===== src/rtl/vga_sync_receiver.sv =====
// Receiving end of the VGA link: recovers pixel coordinates, line/frame lengths,
// timing lock and a per-frame pixel checksum from sampled hsync/vsync/RGB.
module vga_sync_receiver #(
    parameter int H_TOTAL     = 800,
    parameter int H_ACT_START = 144,
    parameter int H_ACT       = 640,
    parameter int V_TOTAL     = 525,
    parameter int V_ACT_START = 35,
    parameter int V_ACT       = 480
) (
    input  logic        clk,
    input  logic        clr,
    input  logic        hsync_i,
    input  logic        vsync_i,
    input  logic [3:0]  r_i,
    input  logic [3:0]  g_i,
    input  logic [3:0]  b_i,
    output logic [9:0]  pix_x,
    output logic [9:0]  pix_y,
    output logic [11:0] pix_rgb,
    output logic        pix_valid,
    output logic        locked,
    output logic        frame_done,
    output logic [10:0] h_len,
    output logic [10:0] v_len,
    output logic [15:0] frame_sum,
    output logic [7:0]  err_cnt
);

    localparam logic [1:0] S_SEARCH = 2'd0;
    localparam logic [1:0] S_ALIGN  = 2'd1;
    localparam logic [1:0] S_LOCKED = 2'd2;

    localparam logic [10:0] CNT_MAX = 11'h7FF;
    localparam logic [10:0] H_TOT   = 11'(H_TOTAL);
    localparam logic [10:0] V_TOT   = 11'(V_TOTAL);
    localparam logic [10:0] P_LIMIT = 11'(2 * H_TOTAL);
    localparam logic [10:0] H_AS    = 11'(H_ACT_START);
    localparam logic [10:0] H_AE    = 11'(H_ACT_START + H_ACT);
    localparam logic [10:0] V_AS    = 11'(V_ACT_START);
    localparam logic [10:0] V_AE    = 11'(V_ACT_START + V_ACT);

    logic        hs_q, vs_q, hs_p, vs_p;
    logic [11:0] rgb_q;
    logic [10:0] p_cnt, l_cnt, ln_cnt;
    logic        vs_pend;
    logic [1:0]  state, state_nxt;
    logic        good, good_nxt, err_inc;
    logic [15:0] acc;

    logic        hs_fall, vs_fall, h_bad, v_bad, p_timeout, in_window, valid_nxt;
    logic [10:0] p_inc, p_nxt, l_nxt, ln_inc, h_len_nxt, v_len_nxt;

    assign hs_fall = hs_p & ~hs_q;
    assign vs_fall = vs_p & ~vs_q;

    // Position of the sample currently in the input register.
    assign p_inc = (p_cnt == CNT_MAX) ? CNT_MAX : p_cnt + 11'd1;
    assign p_nxt = hs_fall ? 11'd0 : p_inc;

    // The hsync fall is handled first, so a coincident vsync fall still zeroes L.
    assign l_nxt = !hs_fall                ? l_cnt :
                   (vs_pend || vs_fall)    ? 11'd0 :
                   (l_cnt == CNT_MAX)      ? CNT_MAX : l_cnt + 11'd1;

    assign ln_inc    = (hs_fall && ln_cnt != CNT_MAX) ? ln_cnt + 11'd1 : ln_cnt;
    assign h_len_nxt = hs_fall ? p_inc : h_len;
    assign v_len_nxt = vs_fall ? ln_inc : v_len;

    assign h_bad     = hs_fall && (h_len_nxt != H_TOT);
    assign v_bad     = vs_fall && (v_len_nxt != V_TOT);
    assign p_timeout = !hs_fall && (p_nxt == P_LIMIT);

    assign in_window = (p_nxt >= H_AS) && (p_nxt < H_AE) && (l_nxt >= V_AS) && (l_nxt < V_AE);
    assign valid_nxt = in_window && (state == S_LOCKED);

    // NOTE: every variable gets a default before the case so no latch is inferred.
    always_comb begin
        state_nxt = state;
        good_nxt  = good;
        err_inc   = 1'b0;
        case (state)
            S_SEARCH: begin
                if (vs_fall) begin
                    state_nxt = S_ALIGN;
                    good_nxt  = 1'b1;
                end
            end
            S_ALIGN: begin
                if (h_bad) good_nxt = 1'b0;
                if (vs_fall) begin
                    if (good_nxt && v_len_nxt == V_TOT) state_nxt = S_LOCKED;
                    good_nxt = 1'b1;
                end
            end
            S_LOCKED: begin
                if (h_bad || v_bad || p_timeout) begin
                    state_nxt = S_SEARCH;
                    err_inc   = 1'b1;
                end
            end
            default: state_nxt = S_SEARCH;
        endcase
    end

    // NOTE: sequential state uses non-blocking assignments so every register sees pre-edge values.
    always_ff @(posedge clk) begin
        if (clr) begin
            hs_q       <= 1'b0;
            vs_q       <= 1'b0;
            hs_p       <= 1'b0;
            vs_p       <= 1'b0;
            rgb_q      <= '0;
            p_cnt      <= '0;
            l_cnt      <= '0;
            ln_cnt     <= '0;
            vs_pend    <= 1'b0;
            state      <= S_SEARCH;
            good       <= 1'b0;
            acc        <= '0;
            pix_x      <= '0;
            pix_y      <= '0;
            pix_rgb    <= '0;
            pix_valid  <= 1'b0;
            frame_done <= 1'b0;
            h_len      <= '0;
            v_len      <= '0;
            frame_sum  <= '0;
            err_cnt    <= '0;
        end else begin
            hs_q    <= hsync_i;
            vs_q    <= vsync_i;
            hs_p    <= hs_q;
            vs_p    <= vs_q;
            rgb_q   <= {r_i, g_i, b_i};
            p_cnt   <= p_nxt;
            l_cnt   <= l_nxt;
            ln_cnt  <= vs_fall ? 11'd0 : ln_inc;
            vs_pend <= hs_fall ? 1'b0 : (vs_fall ? 1'b1 : vs_pend);
            state   <= state_nxt;
            good    <= good_nxt;

            pix_x     <= 10'(p_nxt - H_AS);
            pix_y     <= 10'(l_nxt - V_AS);
            pix_rgb   <= rgb_q;
            pix_valid <= valid_nxt;

            h_len <= h_len_nxt;
            v_len <= v_len_nxt;

            // A pixel sampled together with the vsync fall is credited to the new frame.
            if (vs_fall) begin
                frame_sum <= acc;
                acc       <= valid_nxt ? {4'd0, rgb_q} : 16'd0;
            end else if (valid_nxt) begin
                acc <= acc + {4'd0, rgb_q};
            end

            frame_done <= vs_fall && (state_nxt == S_LOCKED);

            if (err_inc && err_cnt != 8'hFF) err_cnt <= err_cnt + 8'd1;
        end
    end

    assign locked = (state == S_LOCKED);

endmodule


===== config.mk =====
export PLATFORM = sky130hd
export DESIGN_NAME = vga_sync_receiver
export DESIGN_NICKNAME = d
export VERILOG_FILES = /design/src/rtl/vga_sync_receiver.sv
export SDC_FILE = /design/constraint.sdc
export NUM_CORES = 1
export LEC_CHECK = 0
export ABC_AREA = 1
export CORE_AREA = 3 3 114 116
export DETAILED_ROUTE_END_ITERATION = 7
export DIE_AREA = 0 0 117 119
export GPL_ROUTABILITY_DRIVEN = 0
export PLACE_DENSITY = 0.82
export SYNTH_ARGS = -nofsm -noshare
export SYNTH_HDL_FRONTEND = slang
export SYNTH_SLANG_ARGS = --single-unit

===== constraint.sdc =====
create_clock -name clk -period 5.7 [get_ports clk]
set_clock_uncertainty 0.1 [all_clocks]
set_input_delay 1.14 -clock clk [delete_from_list [all_inputs] [get_ports clk]]
set_output_delay 1.14 -clock clk [all_outputs]
set_load 0.1 [all_outputs]

==> results of run 1 <==
-- power groups by stage --
stage / Combinational (mW) / Sequential, mW / Clock [mW]
final: 0.326 / 1.06 / 1.07
after detailed placement: 0.324 / 1.08 / 0
after global routing: 0.345 / 1.06 / 1.13
after CTS: 0.326 / 1.06 / 1.08
after floorplan: 0.110 / 1.22 / 0
after global placement: 0.323 / 1.08 / 0
-- worst max-delay path, stage by stage, from the launching register on --
cell	delay, ns
dfxtp_1	0.30
inv_1	0.04
nand2_1	0.73
nand2_1	0.25
nor2_2	0.42
nand2_1	0.16
nand2_2	0.11
ha_1	0.19
inv_1	0.05
nor2_1	0.14
nand3_1	0.11
nor2_1	0.12
nor2_2	0.06
nand2_4	0.15
nand3_4	0.21
nor2_8	0.20
nand2_1	0.10
o21ai_2	0.06
-- worst min-delay path by stage --
stage	startpoint	endpoint	slack, ns	depth (start not counted)
floorplan	vs_q	vs_p	0.31	2
finish	vs_q	vs_p	0.33	2
global placement	vs_q	vs_p	0.32	2
detailed placement	vs_q	vs_p	0.32	2
global route	vs_q	vs_p	0.35	2
CTS	vs_q	vs_p	0.33	2
-- routing by layer --
layer / vias to the layer above / global-route usage, % / wire length, um
met5: - / 0 / 0
met4: 0 / 10.3 / 420
met3: 40 / 5.03 / 892
met2: 207 / 41.0 / 8120
met1: 2988 / 33.4 / 7610
li1: 3354 / - / -
-- cell type report --
class / instances / area (um2) / area share, %
clock inverters: 11 / 115 / 1.33
repair buffers: 99 / 978 / 11.3
multi-input cells: 701 / 3590 / 41.5
clock buffers: 19 / 453 / 5.25
flip-flops and latches: 145 / 2900 / 33.6
well taps: 147 / 184 / 2.13
inverters: 110 / 413 / 4.78
-- layout by cell type, fill, tap and decap left out, types with 3 or more instances in the layout --
master           count
nand3_2              5
nor2_1             136
clkdlybuf4s50_1     95
inv_2                6
xnor2_1              7
nand4_1             14
nand3_4              3
nand3_1             82
clkinv_2             6
or2_2               16
nand2_4              5
a21oi_1             72
buf_4                3
o21ai_0             41
o21ai_2              8
ha_1                20
nand2_2             12
xor2_1               8
nand2_1            224
inv_1              103
nand3b_1             7
a21oi_2              3
o21bai_1             4
nor2_2               8
nor2_4               4
clkbuf_16           17
dfxtp_1            145
-- stage by stage --
step	power [mW]	cells	hold slack, ns
2_1_floorplan	1.33	992	0.310
3_3_place_gp	1.40	1202	0.323
3_5_place_dp	1.41	1202	0.324
4_1_cts	2.46	1232	0.331
5_1_grt	2.54	1232	0.353
6_report	2.46	1232	0.334
-- logic make-up after synthesis --
group	Yosys count	share of synthesized area, %
DFF	145	40.9
xor gates and xnor gates	15	1.85
and+or+nand+nor	523	33.7
adders and majority gates	21	3.81
AOI/OAI and AO/OA	142	11.2
buffers and inverters	146	8.47
-- flip-flops by register name, indices dropped and copies added, names as in the netlist --
| name | cells |
|---|---|
| acc | 16 |
| frame_sum | 16 |
| pix_rgb | 12 |
| rgb_q | 12 |
| h_len | 11 |
| l_cnt | 11 |
| ln_cnt | 11 |
| v_len | 11 |
| pix_x | 10 |
| pix_y | 10 |
| err_cnt | 8 |
| p_cnt | 7 |
| state | 2 |
| frame_done | 1 |
| good | 1 |
| hs_p | 1 |
| hs_q | 1 |
| pix_valid | 1 |
| vs_p | 1 |
| vs_pend | 1 |
| vs_q | 1 |
-- cell usage after synthesis, types with 2 or more instances --
library cell,number,area (um2)
nand2_1,224,841
dfxtp_1,145,2900
nor2_1,136,510
inv_1,103,387
nand3_1,82,410
a21oi_1,72,360
o21ai_0,41,205
clkbuf_1,20,75.1
ha_1,20,250
or2_2,16,100
nand4_1,14,87.6
nand2_2,12,75.1
nor2_2,8,50.1
o21ai_2,8,70.1
xor2_1,8,70.1
nand3b_1,7,52.6
xnor2_1,7,61.3
buf_2,6,30.0
buf_4,6,45.0
inv_2,6,22.5
nand2_4,5,56.3
nand3_2,5,50.1
nor2_4,4,45.0
o21bai_1,4,30.0
a21oi_2,3,26.3
buf_6,3,33.8
nand3_4,3,52.6
a21boi_0,2,15.0
a311oi_1,2,17.5
and3_1,2,12.5
nor3_1,2,10.0
o211ai_1,2,15.0
o21ai_1,2,10.0
==> results.yml, run 1 <==
cells_and_area:
  nets: 1111
  drive_above_1_share_pct: 9.86
  n_fill_cell: 947
  syn2layout_area_growth_pct: 21.8
  fin_area_mm2: 0.00863
  antenna_cells: 0
  final_util_pct: 71.9
synth:
  ys_ff_latch: 145
  yosys_warnings: 0
  syn_avg_cell_area_um2: 7.15
  ys_types: 45
  synth_edf_count: 0
  async_reset_ff_share_pct: 0
  syn_nets: 1029
  synth_cells: 992
  synthFlopType: "dfxtp_1"
  syn_area_mm2: 0.00709
  yosysSeqAreaShare_pct: 40.9
power:
  ir_drop_mv: 0.193
  powerDensity_mw_per_mm2: 285
  power.switching_uw: 677
  p_clk_share_pct: 43.6
  swShare_pct: 27.5
  sequentialPowerShare_pct: 43.2
  power_frac_comb_pct: 13.3
  p_int_mw: 1.78
  leakage_nw: 3.78
die:
  io_pins: 97
  initial_utilization_pct: 59.0
  num_rows: 40
  die_h_um: 119
  core_mm2: 0.0120
  dieWidth_um: 117
  die_area_mm2: 0.0139
worst_setup_path:
  reg2reg_to: "acc[3]"
  critPathCapture: "acc[3]"
  critical_path_class: "register to register"
  required_ns: 5.96
  r2r_slack_ns: 2.11
  startpoint: "vs_q"
  cp_max_fo: 30
  crit_arrival_ns: 3.85
  worstSetupEndpointType: "register"
  r2r_cells: 17
  start_kind: "register"
  r2r-start: "vs_q"
clock_network:
  clock-sinks: 145
  cts_tree: "done"
  cts_resized: 0
  clk_pin_slew_ns: 0.06
  insertion_delay_ns: 0.43
  h-tree-depth: 4
  postCtsSetupRepairBufs: 0
  hold_buffers: 0
  cts-buffers-inserted: 17
  cts_buffer_depth: 2
  cts_root_buffer: "clkbuf_16"
placed_design:
  dpl.hpwl_mm: 11.8
  dpl_cell_area_mm2: 0.00806
  io_buffers: 96
  dp_slack_ns: 2.20
timing:
  rsz0062_at_grt: "no"
  slew_headroom_pct: 32.0
  layout_worst_path_cycle_share_pct: 63.0
  final-hold-violation-count: 0
  max_freq_mhz: 278
  finalSetupTns_ns: 0
  final-max-slew-violation-count: 0
  layout_min_cycle_time_ns: 3.59
  setup_viol: 0
  setup_slack_ns: 2.11
  tightest_slew_ns: 1.02
route:
  vias: 6589
  dr.pass1.iters: 7
  wl_mm: 17.0
  ant_nets: 0
  first_iter_violations: 542
  routed_via_density: 5.35
  wl_per_cell_um: 13.8
  drc: 0
global_route:
  grt_use_total_pct: 25.5
  antenna_found_initial: 0
  grt_max_degree: 52
  grt_pass1_wl_mm: 28.6
  grt_pass1_vias: 6138
  globalRouteOverflowTotal: 0
job:
  maxCapViolations: 0
hold_path:
  hold_path.class: "register to register"
run_status:
  status: "complete, no violations"
Power figures use the tool's default switching activity.
==> inputs of run 2 (changes only) <==
Settings changed: CORE_AREA 3 3 114 116 to 3 3 118 120, DIE_AREA 0 0 117 119 to 0 0 121 123, PLACE_DENSITY 0.82 to 0.77.
Clock period 5.7 ns to 3.74 ns, I/O delays scaled along.
==> results.yml, run 2 (same netlist as run 1, synthesis figures left out) <==
run_status:
  status: "complete, no violations"
clock_network:
  clock-sinks: 145
  cts_root_buffer: "clkbuf_16"
  cts_buffer_depth: 2
  postCtsSetupRepairBufs: 0
  cts_tree: "done"
  cts-buffers-inserted: 17
  clk_pin_slew_ns: 0.06
  hold_buffers: 0
  cts_resized: 0
  insertion_delay_ns: 0.42
  h-tree-depth: 4
route:
  vias: 6523
  ant_nets: 0
  routed_via_density: 5.15
  wl_per_cell_um: 13.2
  wl_mm: 16.7
  drc: 0
  first_iter_violations: 507
  dr.pass1.iters: 7
cells_and_area:
  antenna_cells: 0
  mostFrequentLayoutCells: "nand2_1, dfxtp_1, nor2_1, inv_1, clkdlybuf4s50_1"
  nets: 1117
  final_util_pct: 67.3
  syn2layout_area_growth_pct: 24.2
  final_cell_count_no_fill: 1267
  drive_above_1_share_pct: 10.4
  largestRegisters: "acc (16), frame_sum (16)"
  final_common_cell: "nand2_1"
  fin_area_mm2: 0.00881
power:
  powerDensity_mw_per_mm2: 457
  ir_drop_mv: 0.301
  leakage_nw: 3.85
timing:
  finalSetupTns_ns: 0
  layout_worst_path_cycle_share_pct: 78.7
  rsz0062_at_grt: "no"
  layout_min_cycle_time_ns: 2.94
  max_freq_mhz: 340
  final-hold-violation-count: 0
  tightest_slew_ns: 1.03
  hold_ws_ns: 0.327
  setup_viol: 0
  slew_headroom_pct: 31.4
  final-max-slew-violation-count: 0
die:
  die_area_mm2: 0.0149
  initial_utilization_pct: 54.2
  io_pins: 97
  core_mm2: 0.0131
  num_rows: 42
  dieWidth_um: 121
  die_h_um: 123
global_route:
  antenna_found_initial: 0
  globalRouteOverflowTotal: 0
  grt_pass1_vias: 5967
  grt_pass1_wl_mm: 28.1
  grt_use_total_pct: 23.3
  grt_max_degree: 72
worst_setup_path:
  startpoint: "pix_x[0]"
  r2r-start: "pix_x[0]"
  start_kind: "register"
  critical_path_class: "register to register"
  worstSetupEndpointType: "register"
  required_ns: 4.00
  cp_max_fo: 17
  crit_arrival_ns: 3.20
placed_design:
  dpl.hpwl_mm: 11.9
  numPlacedInstances: 1237
  io_buffers: 96
  dpl_cell_area_mm2: 0.00814
hold_path:
  hold_start: "vs_q"
  hold_path.class: "register to register"
job:
  maxCapViolations: 0
-- run 2: changes by cell type in the layout (fill, tap and decap cells not counted) --
cell,before,now
buf_4,3,10
bufinv_16,2,6
clkinv_2,6,3
clkinv_4,2,0
clkdlybuf4s50_1,95,94
clkinvlp_4,1,2
-- run 2: layout make-up --
cell class | instances | area (um2)
tap | 176 | 220
timing repair buffer | 105 | 1020
clock buffer | 19 | 453
inverter | 110 | 413
fill | 1088 | 4280
clock inverter | 11 | 210
sequential | 145 | 2900
multi-input combinational | 701 | 3590
-- run 2: critical path: stages (launching register included) --
cell     delay (ns)
dfxtp_1        0.43
ha_1           0.23
nand2_2        0.10
nor2_4         0.17
nand3_4        0.21
nand2_1        0.14
nand2_2        0.10
inv_1          0.10
ha_1           0.15
nand2_1        0.05
nor2_1         0.11
a21oi_1        0.08
nand2_1        0.06
nand2_1        0.05
nor2_2         0.41
nand3_1        0.16
nand2_1        0.09
nand2_1        0.04
nor2_1         0.08
-- run 2: through the flow --
stage	total power [mW]	setup WS [ns]
2_1_floorplan	2.03	0.896
3_3_place_gp	2.15	0.921
4_1_cts	4.05	0.798
6_report	4.03	0.795
3_5_place_dp	2.15	0.831
5_1_grt	4.16	0.318
-- run 2: report_power, final --
group / leakage, nW / switching, mW / internal, mW / total (mW)
clock: 0.321 / 0.637 / 1.27 / 1.91
combinational: 2.35 / 0.378 / 0.124 / 0.502
sequential: 1.18 / 0.0238 / 1.59 / 1.61
-- run 2: final timing paths --
| path | to | slack [ns] | cells past startpoint |
|---|---|---|---|
| max | acc[12] | 0.80 | 18 |
| min | vs_p | 0.33 | 2 |
| max reg2reg | acc[12] | 0.80 | 18 |
| min reg2reg | vs_p | 0.33 | 2 |
-- run 2: layer usage --
| metal | global-route usage (%) | vias up | part of all wire [%] |
|---|---|---|---|
| li1 | - | 3357 | - |
| met1 | 31.8 | 2969 | 48 |
| met2 | 37.6 | 176 | 46 |
| met3 | 4.44 | 21 | 5.1 |
| met4 | 7.08 | 0 | 1.4 |
| met5 | 0 | - | 0 |
